===== config.mk =====
export PLATFORM = sky130hd
export DESIGN_NAME = ahb2apb_bridge_flat
export DESIGN_NICKNAME = d
export VERILOG_FILES = /design/src/rtl/ahb2apb_bridge_if.sv /design/src/rtl/ahb2apb_bridge.sv /design/src/flat_wrapper.sv
export SDC_FILE = /design/constraint.sdc
export NUM_CORES = 1
export LEC_CHECK = 0
export ABC_AREA = 0
export ABC_CLOCK_PERIOD_IN_PS = 2900
export BUFFER_PORTS_ARGS = -buffer_cell sky130_fd_sc_hd__buf_2
export CAP_MARGIN = 30
export CELL_PAD_IN_SITES_DETAIL_PLACEMENT = 1
export CELL_PAD_IN_SITES_GLOBAL_PLACEMENT = 1
export CORE_ASPECT_RATIO = 1.1
export CORE_MARGIN = 10
export CORE_UTILIZATION = 30
export DETAILED_ROUTE_END_ITERATION = 7
export PLACE_DENSITY = 0.76
export SLEW_MARGIN = 10
export SYNTH_ARGS = -nofsm -noshare
export SYNTH_HDL_FRONTEND = slang
export SYNTH_SLANG_ARGS = --single-unit

===== constraint.sdc =====
create_clock -name HCLK -period 2.9 [get_ports HCLK]
set_clock_uncertainty 0.2 [all_clocks]
set_input_delay 0.58 -clock HCLK [delete_from_list [all_inputs] [get_ports HCLK]]
set_output_delay 0.58 -clock HCLK [all_outputs]
set_load 0.05 [all_outputs]

===== src/rtl/ahb2apb_bridge_if.sv =====
// Bus bundle for the AHB-lite to APB4 bridge: AHB slave-side signals plus
// the APB peripheral bus. "slave" is the bridge view, "master" is the
// system view (AHB master/mux plus APB peripherals).
interface ahb2apb_bridge_if #(
    parameter int ADDR_WIDTH = 32,
    parameter int NUM_PSEL   = 4
);
    // AHB side
    logic                  HSEL;
    logic [ADDR_WIDTH-1:0] HADDR;
    logic                  HWRITE;
    logic [1:0]            HSIZE;
    logic [1:0]            HTRANS;
    logic [31:0]           HWDATA;
    logic                  HREADY;
    logic                  HREADYOUT;
    logic                  HRESP;
    logic [31:0]           HRDATA;
    // APB side
    logic [ADDR_WIDTH-1:0] PADDR;
    logic [NUM_PSEL-1:0]   PSEL;
    logic                  PENABLE;
    logic                  PWRITE;
    logic [31:0]           PWDATA;
    logic [3:0]            PSTRB;
    logic [31:0]           PRDATA;
    logic                  PREADY;
    logic                  PSLVERR;

    modport slave (
        input  HSEL, HADDR, HWRITE, HSIZE, HTRANS, HWDATA, HREADY,
        output HREADYOUT, HRESP, HRDATA,
        output PADDR, PSEL, PENABLE, PWRITE, PWDATA, PSTRB,
        input  PRDATA, PREADY, PSLVERR
    );

    modport master (
        output HSEL, HADDR, HWRITE, HSIZE, HTRANS, HWDATA, HREADY,
        input  HREADYOUT, HRESP, HRDATA,
        input  PADDR, PSEL, PENABLE, PWRITE, PWDATA, PSTRB,
        output PRDATA, PREADY, PSLVERR
    );
endinterface


===== src/rtl/ahb2apb_bridge.sv =====
// AHB-lite slave that turns each single AHB transfer into one APB4 transfer.
// Page HADDR[15:12] selects one of NUM_PSEL peripherals. Decode errors,
// PSLVERR and a PREADY timeout all produce the two-cycle AHB ERROR response.
module ahb2apb_bridge #(
    parameter int ADDR_WIDTH = 32,
    parameter int NUM_PSEL   = 4,
    parameter int TIMEOUT    = 16
) (
    input logic              HCLK,
    input logic              HRESET,
    ahb2apb_bridge_if.slave  bus
);

    localparam int CW = (TIMEOUT > 2) ? $clog2(TIMEOUT) : 1;

    typedef enum logic [2:0] {
        S_IDLE,
        S_SETUP,
        S_ACCESS,
        S_DONE,
        S_ERR1,
        S_ERR2
    } state_t;

    // Decoded view of the current AHB address phase
    typedef struct packed {
        logic                err;
        logic [NUM_PSEL-1:0] sel;
        logic [3:0]          strb;
    } dec_t;

    state_t                state;
    logic [CW-1:0]         cnt;
    logic                  hreadyout_q;
    logic                  hresp_q;
    logic [31:0]           hrdata_q;
    logic [ADDR_WIDTH-1:0] paddr_q;
    logic [NUM_PSEL-1:0]   psel_q;
    logic                  penable_q;
    logic                  pwrite_q;
    logic [3:0]            pstrb_q;

    logic                  accept;
    logic [3:0]            page;
    dec_t                  dec;

    // HTRANS[0] only distinguishes SEQ/NONSEQ, which this bridge treats alike
    logic unused_htrans0;
    assign unused_htrans0 = bus.HTRANS[0];

    // A transfer is taken only for NONSEQ/SEQ while the bus is ready
    assign accept = bus.HSEL & bus.HTRANS[1] & bus.HREADY;

    // Address decode: page range, size legality, alignment and byte strobes
    always_comb begin
        page     = bus.HADDR[15:12];
        dec.err  = 1'b0;
        dec.strb = 4'b0000;
        if (int'(page) >= NUM_PSEL)
            dec.err = 1'b1;
        case (bus.HSIZE)
            2'd0: dec.strb = 4'b0001 << bus.HADDR[1:0];
            2'd1: begin
                dec.strb = bus.HADDR[1] ? 4'b1100 : 4'b0011;
                if (bus.HADDR[0])
                    dec.err = 1'b1;
            end
            2'd2: begin
                dec.strb = 4'b1111;
                if (bus.HADDR[1:0] != 2'b00)
                    dec.err = 1'b1;
            end
            default: dec.err = 1'b1;
        endcase
        if (!bus.HWRITE)
            dec.strb = 4'b0000;
        dec.sel = dec.err ? '0 : (NUM_PSEL'(1) << page);
    end

    // Bridge FSM with all bus outputs registered alongside the state
    always_ff @(posedge HCLK) begin
        if (HRESET) begin
            state       <= S_IDLE;
            cnt         <= '0;
            hreadyout_q <= 1'b1;
            hresp_q     <= 1'b0;
            hrdata_q    <= '0;
            paddr_q     <= '0;
            psel_q      <= '0;
            penable_q   <= 1'b0;
            pwrite_q    <= 1'b0;
            pstrb_q     <= '0;
        end else begin
            case (state)
                S_IDLE, S_DONE: begin
                    state       <= S_IDLE;
                    hreadyout_q <= 1'b1;
                    hresp_q     <= 1'b0;
                    psel_q      <= '0;
                    penable_q   <= 1'b0;
                    if (accept) begin
                        hreadyout_q <= 1'b0;
                        if (dec.err) begin
                            // No APB activity for a transfer that cannot decode
                            state   <= S_ERR1;
                            hresp_q <= 1'b1;
                        end else begin
                            state    <= S_SETUP;
                            cnt      <= '0;
                            paddr_q  <= bus.HADDR;
                            pwrite_q <= bus.HWRITE;
                            pstrb_q  <= dec.strb;
                            psel_q   <= dec.sel;
                        end
                    end
                end
                S_SETUP: begin
                    state     <= S_ACCESS;
                    penable_q <= 1'b1;
                end
                S_ACCESS: begin
                    if (bus.PREADY) begin
                        psel_q    <= '0;
                        penable_q <= 1'b0;
                        if (bus.PSLVERR) begin
                            state   <= S_ERR1;
                            hresp_q <= 1'b1;
                        end else begin
                            state       <= S_DONE;
                            hreadyout_q <= 1'b1;
                            if (!pwrite_q)
                                hrdata_q <= bus.PRDATA;
                        end
                    end else if (cnt == CW'(TIMEOUT - 1)) begin
                        // Hung peripheral: abandon the APB access and error out
                        state     <= S_ERR1;
                        hresp_q   <= 1'b1;
                        psel_q    <= '0;
                        penable_q <= 1'b0;
                    end else begin
                        cnt <= cnt + 1'b1;
                    end
                end
                S_ERR1: begin
                    state       <= S_ERR2;
                    hreadyout_q <= 1'b1;
                    hresp_q     <= 1'b1;
                end
                S_ERR2: begin
                    // Master cancels after ERROR, so anything sampled here is dropped
                    state       <= S_IDLE;
                    hreadyout_q <= 1'b1;
                    hresp_q     <= 1'b0;
                end
                default: begin
                    state       <= S_IDLE;
                    hreadyout_q <= 1'b1;
                    hresp_q     <= 1'b0;
                    psel_q      <= '0;
                    penable_q   <= 1'b0;
                end
            endcase
        end
    end

    // Write data flows straight through while a write is on the APB bus;
    // AHB holds HWDATA stable because HREADYOUT is low in those states
    assign bus.PWDATA = (pwrite_q && (state == S_SETUP || state == S_ACCESS))
                        ? bus.HWDATA : 32'h0;

    assign bus.HREADYOUT = hreadyout_q;
    assign bus.HRESP     = hresp_q;
    assign bus.HRDATA    = hrdata_q;
    assign bus.PADDR     = paddr_q;
    assign bus.PSEL      = psel_q;
    assign bus.PENABLE   = penable_q;
    assign bus.PWRITE    = pwrite_q;
    assign bus.PSTRB     = pstrb_q;

endmodule


===== src/flat_wrapper.sv =====
// flat-port wrapper written by rule: the top's interface ports become plain ports
module ahb2apb_bridge_flat 
#(
    parameter int ADDR_WIDTH = 32,
    parameter int NUM_PSEL   = 4,
    parameter int TIMEOUT    = 16
)
  (HCLK, HRESET, bus_HSEL, bus_HADDR, bus_HWRITE, bus_HSIZE, bus_HTRANS, bus_HWDATA, bus_HREADY, bus_HREADYOUT, bus_HRESP, bus_HRDATA, bus_PADDR, bus_PSEL, bus_PENABLE, bus_PWRITE, bus_PWDATA, bus_PSTRB, bus_PRDATA, bus_PREADY, bus_PSLVERR);
  ahb2apb_bridge_if #(.ADDR_WIDTH(ADDR_WIDTH), .NUM_PSEL(NUM_PSEL)) bus_i ();
  input logic HCLK;
  input logic HRESET;
  input wire logic [$bits(bus_i.HSEL)-1:0] bus_HSEL;
  input wire logic [$bits(bus_i.HADDR)-1:0] bus_HADDR;
  input wire logic [$bits(bus_i.HWRITE)-1:0] bus_HWRITE;
  input wire logic [$bits(bus_i.HSIZE)-1:0] bus_HSIZE;
  input wire logic [$bits(bus_i.HTRANS)-1:0] bus_HTRANS;
  input wire logic [$bits(bus_i.HWDATA)-1:0] bus_HWDATA;
  input wire logic [$bits(bus_i.HREADY)-1:0] bus_HREADY;
  output wire logic [$bits(bus_i.HREADYOUT)-1:0] bus_HREADYOUT;
  output wire logic [$bits(bus_i.HRESP)-1:0] bus_HRESP;
  output wire logic [$bits(bus_i.HRDATA)-1:0] bus_HRDATA;
  output wire logic [$bits(bus_i.PADDR)-1:0] bus_PADDR;
  output wire logic [$bits(bus_i.PSEL)-1:0] bus_PSEL;
  output wire logic [$bits(bus_i.PENABLE)-1:0] bus_PENABLE;
  output wire logic [$bits(bus_i.PWRITE)-1:0] bus_PWRITE;
  output wire logic [$bits(bus_i.PWDATA)-1:0] bus_PWDATA;
  output wire logic [$bits(bus_i.PSTRB)-1:0] bus_PSTRB;
  input wire logic [$bits(bus_i.PRDATA)-1:0] bus_PRDATA;
  input wire logic [$bits(bus_i.PREADY)-1:0] bus_PREADY;
  input wire logic [$bits(bus_i.PSLVERR)-1:0] bus_PSLVERR;
  assign bus_i.HSEL = bus_HSEL;
  assign bus_i.HADDR = bus_HADDR;
  assign bus_i.HWRITE = bus_HWRITE;
  assign bus_i.HSIZE = bus_HSIZE;
  assign bus_i.HTRANS = bus_HTRANS;
  assign bus_i.HWDATA = bus_HWDATA;
  assign bus_i.HREADY = bus_HREADY;
  assign bus_HREADYOUT = bus_i.HREADYOUT;
  assign bus_HRESP = bus_i.HRESP;
  assign bus_HRDATA = bus_i.HRDATA;
  assign bus_PADDR = bus_i.PADDR;
  assign bus_PSEL = bus_i.PSEL;
  assign bus_PENABLE = bus_i.PENABLE;
  assign bus_PWRITE = bus_i.PWRITE;
  assign bus_PWDATA = bus_i.PWDATA;
  assign bus_PSTRB = bus_i.PSTRB;
  assign bus_i.PRDATA = bus_PRDATA;
  assign bus_i.PREADY = bus_PREADY;
  assign bus_i.PSLVERR = bus_PSLVERR;
  ahb2apb_bridge #(.ADDR_WIDTH(ADDR_WIDTH), .NUM_PSEL(NUM_PSEL), .TIMEOUT(TIMEOUT)) u_core (.HCLK(HCLK), .HRESET(HRESET), .bus(bus_i));
endmodule

==> out/metrics.cfg <==
[run_status]
outcome=finished clean

[power_and_ir_drop]
power_mw=2.66
cellLeakagePower_nw=2.35
power_per_cell_area_mw_per_mm2=517
ir_drop_uv=223

[die]
die_area_sq_mm=0.0169
fp.dieH_um=135
core_sq_mm=0.0119
io_pins=215
rows=42
die_x_um=125
start_util_pct=30.5

[placement]
portBuffers=213
gp_congestion=0.730
dp_hpwl_um=11000
post-place-ws_ns=0.260
placed_area_sq_mm=0.00484

[finish]
nets=762
final_area_sq_mm=0.00515
area_growth_pct=41.6
fillers=1526
antenna_cells=0
drive_above_1_share_pct=38.6

[global_routing]
grt_usage_pct=15.9
grt_first_pass_wirelength_um=22500
grt_overflow_total=0
antenna_found_initial=0
grt_pass1_vias=4326
grt_start_max_net_pins=33

[route]
routed_wl_um=14100
drc_errors=0
vias=3996
final_antenna_net_count=0
avgViaCountPerCell=4.94
drt-pass1-iter-count=4
wl_per_cell_um=17.4
drtIter0Drc=150

[clocking]
cts.clk_slew.worst_paths_ns=0.07
post_cts_buffers=0
cts_buffers=9
clk_latency_ns=0.33
cts_root_buffer=clkbuf_16
htreeDepth=3
cts_sinks=83
cts_resized=0
tritoncts=yes
postCtsHoldBufs=0
cts.path.max_buffers=2

[logic_synthesis]
synth_seq_cells=83
synth_top_area_share_pct=45.7
synth_edf_count=0
synth-seq-area-share_pct=45.7
syn-num-nets=563
yosysWarnings=0
synth_ff_type=dfxtp_1
ys_types=46
synth-async-reset-ratio_pct=0
synth_top_area_cell=dfxtp_1
syn_area_sq_mm=0.00364
yosys-top-cells-area=dfxtp_1 (46%), a21oi_1 (11%), nand2_1 (7.2%), and2_1 (5.5%), o21ai_0 (5.2%)
yosysMostFrequentCell=dfxtp_1
ys_top_cells_by_count=dfxtp_1 (83), a21oi_1 (79), nand2_1 (70)
syn_avg_cell_area_sq_um=8.06
netlist_instances=451

[worst_setup_path]
rrSetupSlack_ns=0.73
worstSetupStartpointType=flip-flop
critPathKind=reg -> out
critPathRequiredTime_ns=2.12
arrival_ns=1.87
crit_fanout=32
end_kind=output pin

[timing]
setup_viol=0
finalCritPeriodShare_pct=91.3
hold_ws_ns=0.253
finalHoldViolCount=0
worst_slew_pin_slew_ns=0.421
slew-limit-headroom_pct=71.2
setup_tns_ns=0
fmax_mhz=377
rsz0062_at_grt=no
min_period_ns=2.65
report.final.slew_viol_count=0
postLayoutSetupSlackWorst_ns=0.251

[worst_hold_path]
hold_path_class=reg -> reg

[job]
cap_violations=0

## metal layers
layer  track usage [%]  routed length [um]
met3              5.87                1000
met2              29.0                7270
met5                 0                   0
met4              4.03                 189
met1              17.1                5630
## layout make-up
| cell class | instances | area [sq um] | share of cell area (%) |
|---|---|---|---|
| timing repair buffer | 228 | 1190 | 23.0 |
| sequential | 83 | 1660 | 32.3 |
| multi-input combinational | 323 | 1780 | 34.6 |
| tap | 154 | 193 | 3.74 |
| clock inverter | 5 | 61.3 | 1.19 |
| clock buffer | 11 | 243 | 4.71 |
| inverter | 5 | 18.8 | 0.365 |
## registers in the layout, summed over array words and instances (netlist names)
name / flops
u_core.bus.HRDATA: 32
u_core.bus.HREADYOUT: 1
u_core.bus.HRESP: 1
u_core.bus.PADDR: 32
u_core.bus.PENABLE: 1
u_core.bus.PSEL: 4
u_core.bus.PSTRB: 4
u_core.bus.PWRITE: 1
u_core.cnt: 4
u_core.state: 3
## stage by stage
| step | util (%) | std cells |
|---|---|---|
| 4_1_cts | 43.1 | 809 |
| 6_report | 43.2 | 809 |
| 3_3_place_gp | 40.5 | 792 |
| 3_5_place_dp | 40.6 | 793 |
| 2_1_floorplan | - | 451 |
| 5_1_grt | 43.2 | 809 |
## kinds of logic after synthesis
kind of cell	share of synthesized area, %
mux	0.585
xor+xnor	0.482
compound gates	22.2
flops	45.7
buf+inv	6.06
fa+ha+maj	1.72
simple gates	23.3
## layout by cell type (no fill, tap or decap), types with 2 or more instances in the layout
master,synthesis,routed
a21oi_1,79,79
a22o_1,3,3
a31oi_1,3,3
and2_1,32,32
buf_2,8,213
buf_4,3,14
clkbuf_16,0,9
clkinvlp_4,0,3
dfxtp_1,83,81
dfxtp_2,0,2
ha_1,5,5
inv_1,5,5
nand2_1,70,70
nand2b_1,3,3
nand3_1,35,35
nor2_1,6,6
nor2b_1,6,6
nor3_1,4,4
nor3b_1,3,2
o2111ai_1,4,4
o211ai_1,3,3
o21a_1,2,2
o21ai_0,38,38
o21bai_1,3,3
or2_2,2,2
xnor2_1,2,2
## power breakdown
group / leakage, nW / switching (mW) / internal (mW)
logic: 1.54 / 0.205 / 0.115
registers: 0.670 / 0.0159 / 1.16
clock network: 0.138 / 0.476 / 0.694
total: 2.35 / 0.697 / 1.97
## worst max-delay path, stage by stage (launching register included)
cell and delay (ns):
dfxtp_2 0.44, xnor2_1 0.16, nor3b_2 0.19, buf_4 0.27, and2_1 0.19, buf_2 0.28
## worst paths after layout
check	cells after the start	endpoint	start
min	2	u_core.bus.HRDATA[6]$_SDFFE_PP0P_	u_core.bus.HRDATA[6]$_SDFFE_PP0P_
max reg2reg	5	u_core.bus.HRDATA[10]$_SDFFE_PP0P_	u_core.state[2]$_SDFFE_PP0P_
max	5	bus_PWDATA[4]	u_core.state[0]$_SDFFE_PP0P_
min reg2reg	2	u_core.bus.HRDATA[6]$_SDFFE_PP0P_	u_core.bus.HRDATA[6]$_SDFFE_PP0P_
Power figures use the tool's default switching activity.
